## src/rtl/nn_pkg.sv

```systemverilog
// Shared state encoding and width helper for the neural-network sequencing
// and aggregator blocks.
package nn_pkg;

    typedef enum logic [1:0] {
        IDLE    = 2'd0,
        ISSUE   = 2'd1,
        COLLECT = 2'd2,
        DONE    = 2'd3
    } seq_state_t;

    function automatic int unsigned clog2(input int unsigned value);
        int unsigned width;
        width = 0;
        for (int unsigned i = 0; i < 32; i++) begin
            if ((64'd1 << i) < 64'(value)) width = i + 1;
        end
        return width;
    endfunction

endpackage

```

## src/rtl/layer_sequencer_valid_collector.sv

```systemverilog
// Per-lane result capture for one layer: first strobe on each active lane wins,
// completion is reported in the same cycle the last missing lane arrives.
module valid_collector #(
    parameter int unsigned NUM_NEURON = 6,
    parameter int unsigned VALUE_SIZE = 9
) (
    input  logic                             clk,
    input  logic                             rst,
    input  logic                             clear,
    input  logic                             enable,
    input  logic [NUM_NEURON-1:0]            active,
    input  logic [NUM_NEURON*VALUE_SIZE-1:0] lane_data,
    input  logic [NUM_NEURON-1:0]            lane_valid,
    output logic [NUM_NEURON*VALUE_SIZE-1:0] merged,
    output logic                             any_accept,
    output logic                             complete
);

    logic [NUM_NEURON-1:0]            collected;
    logic [NUM_NEURON-1:0]            accept;
    logic [NUM_NEURON*VALUE_SIZE-1:0] buffer;

    assign accept     = lane_valid & active & ~collected & {NUM_NEURON{enable}};
    assign any_accept = |accept;
    assign complete   = enable && (((collected | accept) & active) == active);

    // Buffer view including this cycle's arrivals, so the sequencer can hand
    // the final values onward on the completion edge.
    always_comb begin
        merged = buffer;
        for (int unsigned i = 0; i < NUM_NEURON; i++) begin
            if (accept[i]) merged[i*VALUE_SIZE +: VALUE_SIZE] = lane_data[i*VALUE_SIZE +: VALUE_SIZE];
        end
    end

    always_ff @(posedge clk or posedge rst) begin
        if (rst) begin
            collected <= '0;
            buffer    <= '0;
        end else if (clear) begin
            collected <= '0;
            buffer    <= '0;
        end else if (enable) begin
            collected <= collected | accept;
            buffer    <= merged;
        end
    end

endmodule

```

## src/rtl/layer_sequencer.sv

```systemverilog
// Runs up to LAYER_MAX logical layers on one physical neuron array, chaining
// each layer's collected outputs into the next layer's inputs.
module layer_sequencer import nn_pkg::*; #(
    parameter int unsigned                          NUM_NEURON     = 6,
    parameter int unsigned                          VALUE_SIZE     = 9,
    parameter int unsigned                          LAYER_MAX      = 4,
    parameter logic [NUM_NEURON*LAYER_MAX-1:0]      LAYER_SIZES    = {6'b101010, 6'b111010, 6'b111110, 6'b111111},
    parameter int unsigned                          TIMEOUT_CYCLES = 1024
) (
    input  logic                             clk,
    input  logic                             rst,
    input  logic                             start,
    input  logic [clog2(LAYER_MAX):0]        num_layers,
    input  logic [NUM_NEURON*VALUE_SIZE-1:0] start_input,
    input  logic [NUM_NEURON*VALUE_SIZE-1:0] layer_output,
    input  logic [NUM_NEURON-1:0]            layer_output_valid,
    output logic                             layer_start,
    output logic [clog2(LAYER_MAX)-1:0]      layer_num,
    output logic [NUM_NEURON-1:0]            active,
    output logic [NUM_NEURON*VALUE_SIZE-1:0] layer_input,
    output logic                             busy,
    output logic [NUM_NEURON*VALUE_SIZE-1:0] result,
    output logic                             result_valid,
    input  logic                             result_ready,
    output logic                             timeout_err
);

    localparam int unsigned LW     = clog2(LAYER_MAX);
    localparam int unsigned NLW    = LW + 1;
    localparam int unsigned TW_RAW = clog2(TIMEOUT_CYCLES + 1);
    localparam int unsigned TW     = (TW_RAW == 0) ? 1 : TW_RAW;
    localparam int unsigned TLIM   = (TIMEOUT_CYCLES == 0) ? 0 : TIMEOUT_CYCLES - 1;

    seq_state_t state, next_state;

    logic [LW-1:0]                    last_layer;
    logic [LW-1:0]                    last_idx;
    logic [LW-1:0]                    next_idx;
    logic [NUM_NEURON-1:0]            mask0;
    logic [NUM_NEURON-1:0]            next_mask;
    logic [TW-1:0]                    tcount;
    logic [NUM_NEURON*VALUE_SIZE-1:0] merged;
    logic                             any_accept;
    logic                             complete;
    logic                             is_last;
    logic                             timeout_hit;

    function automatic logic [NUM_NEURON*VALUE_SIZE-1:0] lane_mask(input logic [NUM_NEURON-1:0] m);
        logic [NUM_NEURON*VALUE_SIZE-1:0] v;
        v = '0;
        for (int unsigned i = 0; i < NUM_NEURON; i++) begin
            v[i*VALUE_SIZE +: VALUE_SIZE] = {VALUE_SIZE{m[i]}};
        end
        return v;
    endfunction

    valid_collector #(
        .NUM_NEURON (NUM_NEURON),
        .VALUE_SIZE (VALUE_SIZE)
    ) u_collector (
        .clk        (clk),
        .rst        (rst),
        .clear      (state == ISSUE),
        .enable     (state == COLLECT),
        .active     (active),
        .lane_data  (layer_output),
        .lane_valid (layer_output_valid),
        .merged     (merged),
        .any_accept (any_accept),
        .complete   (complete)
    );

    // Layer count is stored as the index of the final layer, clamped to 1..LAYER_MAX layers.
    always_comb begin
        if (num_layers == '0)                  last_idx = '0;
        else if (num_layers > NLW'(LAYER_MAX)) last_idx = LW'(LAYER_MAX - 1);
        else                                   last_idx = LW'(num_layers - 1'b1);
    end

    assign mask0       = LAYER_SIZES[NUM_NEURON-1:0];
    assign next_idx    = layer_num + 1'b1;
    assign next_mask   = LAYER_SIZES[32'(next_idx)*NUM_NEURON +: NUM_NEURON];
    assign is_last     = (layer_num == last_layer);
    assign timeout_hit = (TIMEOUT_CYCLES != 0) && (tcount == TW'(TLIM)) && !any_accept;

    always_ff @(posedge clk or posedge rst) begin
        if (rst) state <= IDLE;
        else     state <= next_state;
    end

    always_comb begin
        next_state = state;
        case (state)
            IDLE:    if (start) next_state = ISSUE;
            ISSUE:   next_state = COLLECT;
            COLLECT: begin
                if (complete)         next_state = is_last ? DONE : ISSUE;
                else if (timeout_hit) next_state = IDLE;
            end
            DONE:    if (result_ready) next_state = IDLE;
            default: next_state = IDLE;
        endcase
    end

    always_comb begin
        layer_start = (state == ISSUE);
        busy        = (state != IDLE);
    end

    always_ff @(posedge clk or posedge rst) begin
        if (rst) begin
            layer_num    <= '0;
            active       <= '0;
            layer_input  <= '0;
            result       <= '0;
            result_valid <= 1'b0;
            timeout_err  <= 1'b0;
            last_layer   <= '0;
            tcount       <= '0;
        end else begin
            timeout_err <= 1'b0;
            case (state)
                IDLE: begin
                    if (start) begin
                        layer_num   <= '0;
                        active      <= mask0;
                        layer_input <= start_input & lane_mask(mask0);
                        last_layer  <= last_idx;
                    end
                end
                ISSUE: tcount <= '0;
                COLLECT: begin
                    if (complete) begin
                        if (is_last) begin
                            result       <= merged & lane_mask(active);
                            result_valid <= 1'b1;
                        end else begin
                            layer_num   <= next_idx;
                            active      <= next_mask;
                            layer_input <= merged & lane_mask(next_mask);
                        end
                    end else if (any_accept) begin
                        tcount <= '0;
                    end else if (timeout_hit) begin
                        timeout_err <= 1'b1;
                    end else begin
                        tcount <= tcount + 1'b1;
                    end
                end
                DONE: if (result_ready) result_valid <= 1'b0;
                default: ;
            endcase
        end
    end

endmodule

```

## config.mk

```make
export PLATFORM = sky130hd
export DESIGN_NAME = layer_sequencer
export DESIGN_NICKNAME = d
export VERILOG_FILES = /design/src/rtl/nn_pkg.sv /design/src/rtl/layer_sequencer_valid_collector.sv /design/src/rtl/layer_sequencer.sv
export SDC_FILE = /design/constraint.sdc
export NUM_CORES = 1
export LEC_CHECK = 0
export ABC_CLOCK_PERIOD_IN_PS = 4200
export BUFFER_PORTS_ARGS = -buffer_cell sky130_fd_sc_hd__buf_2
export CAP_MARGIN = 20
export CORE_ASPECT_RATIO = 1.1
export CORE_UTILIZATION = 40
export CTS_CLUSTER_SIZE = 25
export DETAILED_ROUTE_END_ITERATION = 7
export PLACE_DENSITY = 0.68
export SYNTH_ARGS = -nofsm -noshare
export SYNTH_HDL_FRONTEND = slang
export SYNTH_HIERARCHICAL = 1
export SYNTH_SLANG_ARGS = --single-unit
export TNS_END_PERCENT = 5
```

## constraint.sdc

```tcl
create_clock -name clk -period 4.2 [get_ports clk]
set_clock_uncertainty 0.1 [all_clocks]
set_input_delay 0.21 -clock clk [delete_from_list [all_inputs] [get_ports clk]]
set_output_delay 0.21 -clock clk [all_outputs]
set_load 0.05 [all_outputs]
```

==> metrics <==
final-report hold violation count 0; Antenna Violating Nets Remaining 0; total routing resource utilization after global routing 21.5%; average wire per standard cell 17.0 um; number of instances resized during post-cts repair 0; top-area cell type share of the netlist area 53.8%; met1 Track Usage GR 27.6%; diodes inserted 0; power density normalized to cell area 843 mW/mm2; maximum number of pins on one net before global-route repair 77; input/output buffers 240; initial core utilization 41.2%; cts bufs inserted 17; register area share after synthesis 53.8%; area of the core 0.0216 mm2; type of the setup path with the least slack register to register; Post-Place Cell Area 0.0103 mm2; root buffer selected by CTS sky130_fd_sc_hd__clkbuf_16; Synth Register Bits 191; via count of the first global-routing pass 6970; switching part of the total 47.3%; main flop type after synthesis sky130_fd_sc_hd__dfrtp_1; area of all sequential standard cells 0.00478 mm2; boundary pin count 241; die outline area 0.0228 mm2; clock sink total 191; max-cap check violation count 0; WL final 23.4 mm; Avg Inst Size Synth 10.8 um2; total non-filler cell area in the finished layout 0.0112 mm2; net count of the mapped netlist 953; Die X-Extent 144 um; routed vias/inst 4.99; routability congestion estimate 0.793; clk buf depth 2; met3 usage 4.63%; layout cells sized above 1 33.5%; worst vdd ir 0.000490 V; number of instances in the synthesized netlist 824; wire length of the first global-routing pass 37.2 mm; final-stage net count 1202; DRC violation count after routing 0; Least-Margin Pin Slew 0.920 ns; initial drt markers 308; Critical Path Source Type register; P_sw 0.00448 W; cell taking the most area after synthesis sky130_fd_sc_hd__dfrtp_1; number of pins exceeding their max-slew limit in the final report 0; crit end category register; slowest stage delay, CP 0.64 ns; commonest cells after routing, fill and taps aside sky130_fd_sc_hd__buf_2, sky130_fd_sc_hd__dfrtp_1, sky130_fd_sc_hd__nand2_1, sky130_fd_sc_hd__o21ai_0, sky130_fd_sc_hd__a21oi_1; number of rows in the core area 56; most utilized layer in the global route result met2; filler-free cell count of the finished design 1376; Detail Placement HPWL 15.8 mm; antenna violations before repair 0; multi-input logic area 0.00373 mm2; deepest level of the CTS H-tree 4; Skew-Pair Late Insertion Delay 0.42 ns; Relative slew margins 38.7%; overflow left after global routing 0; type of the worst min-delay path input port to register; detailed-router iteration count before antenna repair 4; count of yosys warnings during synthesis 6; DP Cell Count 1304; height of the die 158 um; number of enable flip-flop cells after synthesis 0; Area growth, synth to finish 26.5%; fillcell total 2014; number of distinct standard cells referenced by the synthesized netlist 51; part of the power in combinational logic 52.2%; Seq pwr share 30.7%; clock power share 17.1%; cells taking the most area after synthesis sky130_fd_sc_hd__dfrtp_1, sky130_fd_sc_hd__mux2_4, sky130_fd_sc_hd__nand2_1; proportion of register bits with asynchronous set or reset after synthesis 100%; met2 usage 36.3%; commonest non-fill, non-tap cell in the layout sky130_fd_sc_hd__buf_2; critical path required time 4.42 ns; setup repair after global routing missed its margin no; worst-path cell chain inv_1 -> ha_4 -> nand4b_4 -> and4_1 -> nand3_1 -> and4bb_2 -> nand3_4 -> nand4b_1 -> o31ai_1; period utilization 80.3%; final period demand of the worst path 3.37 ns; total vias in the final route 6873; Synth Cell Area 0.00888 mm2; number of failing setup endpoints in the final timing report 0; Worst-path clk slew 0.07 ns; worst-path fanout max 37; Critical Path AT 3.60 ns; CTS tree yes; cell with the largest stage delay on the worst path sky130_fd_sc_hd__ha_4; cell internal power dissipation 0.00499 W; LEAKAGE 5.60 nW; status complete, no violations; maximum clock frequency 296 MHz; Setup TNS 0 ns
cell families after synthesis:
| logic type | share of synthesized area, % |
|---|---|
| AOI/OAI and AO/OA | 12.0 |
| buffers and inverters | 4.70 |
| and+or+nand+nor | 16.3 |
| adders and majority gates | 1.24 |
| xor gates and xnor gates | 0.197 |
| DFF | 53.8 |
| muxes | 11.8 |
layout make-up:
cell class / count / share of cell area, %
Inverter: 21 / 0.746
Tap cell: 290 / 3.23
Multi-Input combinational cell: 551 / 33.2
Timing Repair Buffer: 291 / 15.1
Clock buffer: 18 / 3.91
Sequential cell: 191 / 42.5
Clock inverter: 14 / 1.32
cell usage after synthesis, drive strengths merged, types with 2 or more instances:
| cell | count |
|---|---|
| dfrtp | 191 |
| nor2 | 63 |
| a41oi | 2 |
| clkbuf | 25 |
| mux2i | 29 |
| o21ai | 69 |
| nor2b | 56 |
| a22oi | 26 |
| buf | 36 |
| nand3 | 6 |
| and2 | 3 |
| nand4b | 7 |
| xnor2 | 2 |
| nand2b | 3 |
| ha | 8 |
| o31ai | 6 |
| a31oi | 6 |
| nor3b | 4 |
| nand4 | 2 |
| a21oi | 64 |
| inv | 21 |
| mux2 | 54 |
| and4 | 3 |
| nand2 | 120 |
final timing paths:
check | startpoint | to | slack (ns) | cells past startpoint
worst max-delay path | state[0]$_DFFE_PP0P_ | tcount[9]$_DFFE_PP0P_ | 0.83 | 9
min in group asynchronous | rst | layer_input[23]$_DFFE_PP0P_ | 0.30 | 3
worst min-delay path | num_layers[0] | last_layer[0]$_DFFE_PP0P_ | 0.007 | 4
max in group asynchronous | rst | u_collector/buffer[19]$_DFFE_PP0P_ | 2.66 | 4
worst max register to register | state[0]$_DFFE_PP0P_ | tcount[9]$_DFFE_PP0P_ | 0.83 | 9
worst min register to register | result[3]$_DFFE_PP0P_ | result[3]$_DFFE_PP0P_ | 0.38 | 2
registers in the layout, summed over array words and instances, names as in the netlist:
name,count
active,4
last_layer,2
layer_input,54
layer_num,2
result,54
result_valid,1
state,2
tcount,11
timeout_err,1
u_collector/buffer,54
u_collector/collected,6
critical path, delay by kind of cell (launching register included):
kind            cells  cell delay, ns
flops               1            0.43
fa+ha+maj           1            0.64
buf+inv             1            0.17
simple gates        6            1.56
compound gates      1            0.36
stage by stage:
step / power [W] / setup slack, ns / utilization, % / hold WS [ns]
global placement: 0.00778 / 0.911 / 47.5 / 0.231
CTS: 0.00956 / 0.791 / 52.1 / 0.000988
global route: 0.0101 / 0.566 / 52.1 / 0.00754
detailed placement: 0.00787 / 0.791 / 47.5 / 0.234
floorplan: 0.00675 / 0.392 / - / 0.210
finish: 0.00948 / 0.826 / 52.1 / 0.00739
power groups by stage:
stage                     combinational (W)  clock (W)  sequential (W)
after global routing                0.00535    0.00175         0.00299
after floorplan                     0.00238          0         0.00437
after global placement              0.00487          0         0.00292
final                               0.00495    0.00162         0.00291
after detailed placement            0.00494          0         0.00293
after CTS                           0.00497    0.00168         0.00291
repair_timing:
item | in CTS | in global routing
hold buffers | 40 | 0
setup buffers | 0 | 0
endpoints found under the hold margin | 130 | 0
endpoints found under the setup margin | 0 | 0
per-layer routing:
layer  share of wire [%]  wire [um]
met3                 5.0       1180
met4                 1.6        363
met1                  44      10300
met2                  49      11500
met5                   0          0
No activity file was read; power rests on OpenSTA's default activity.
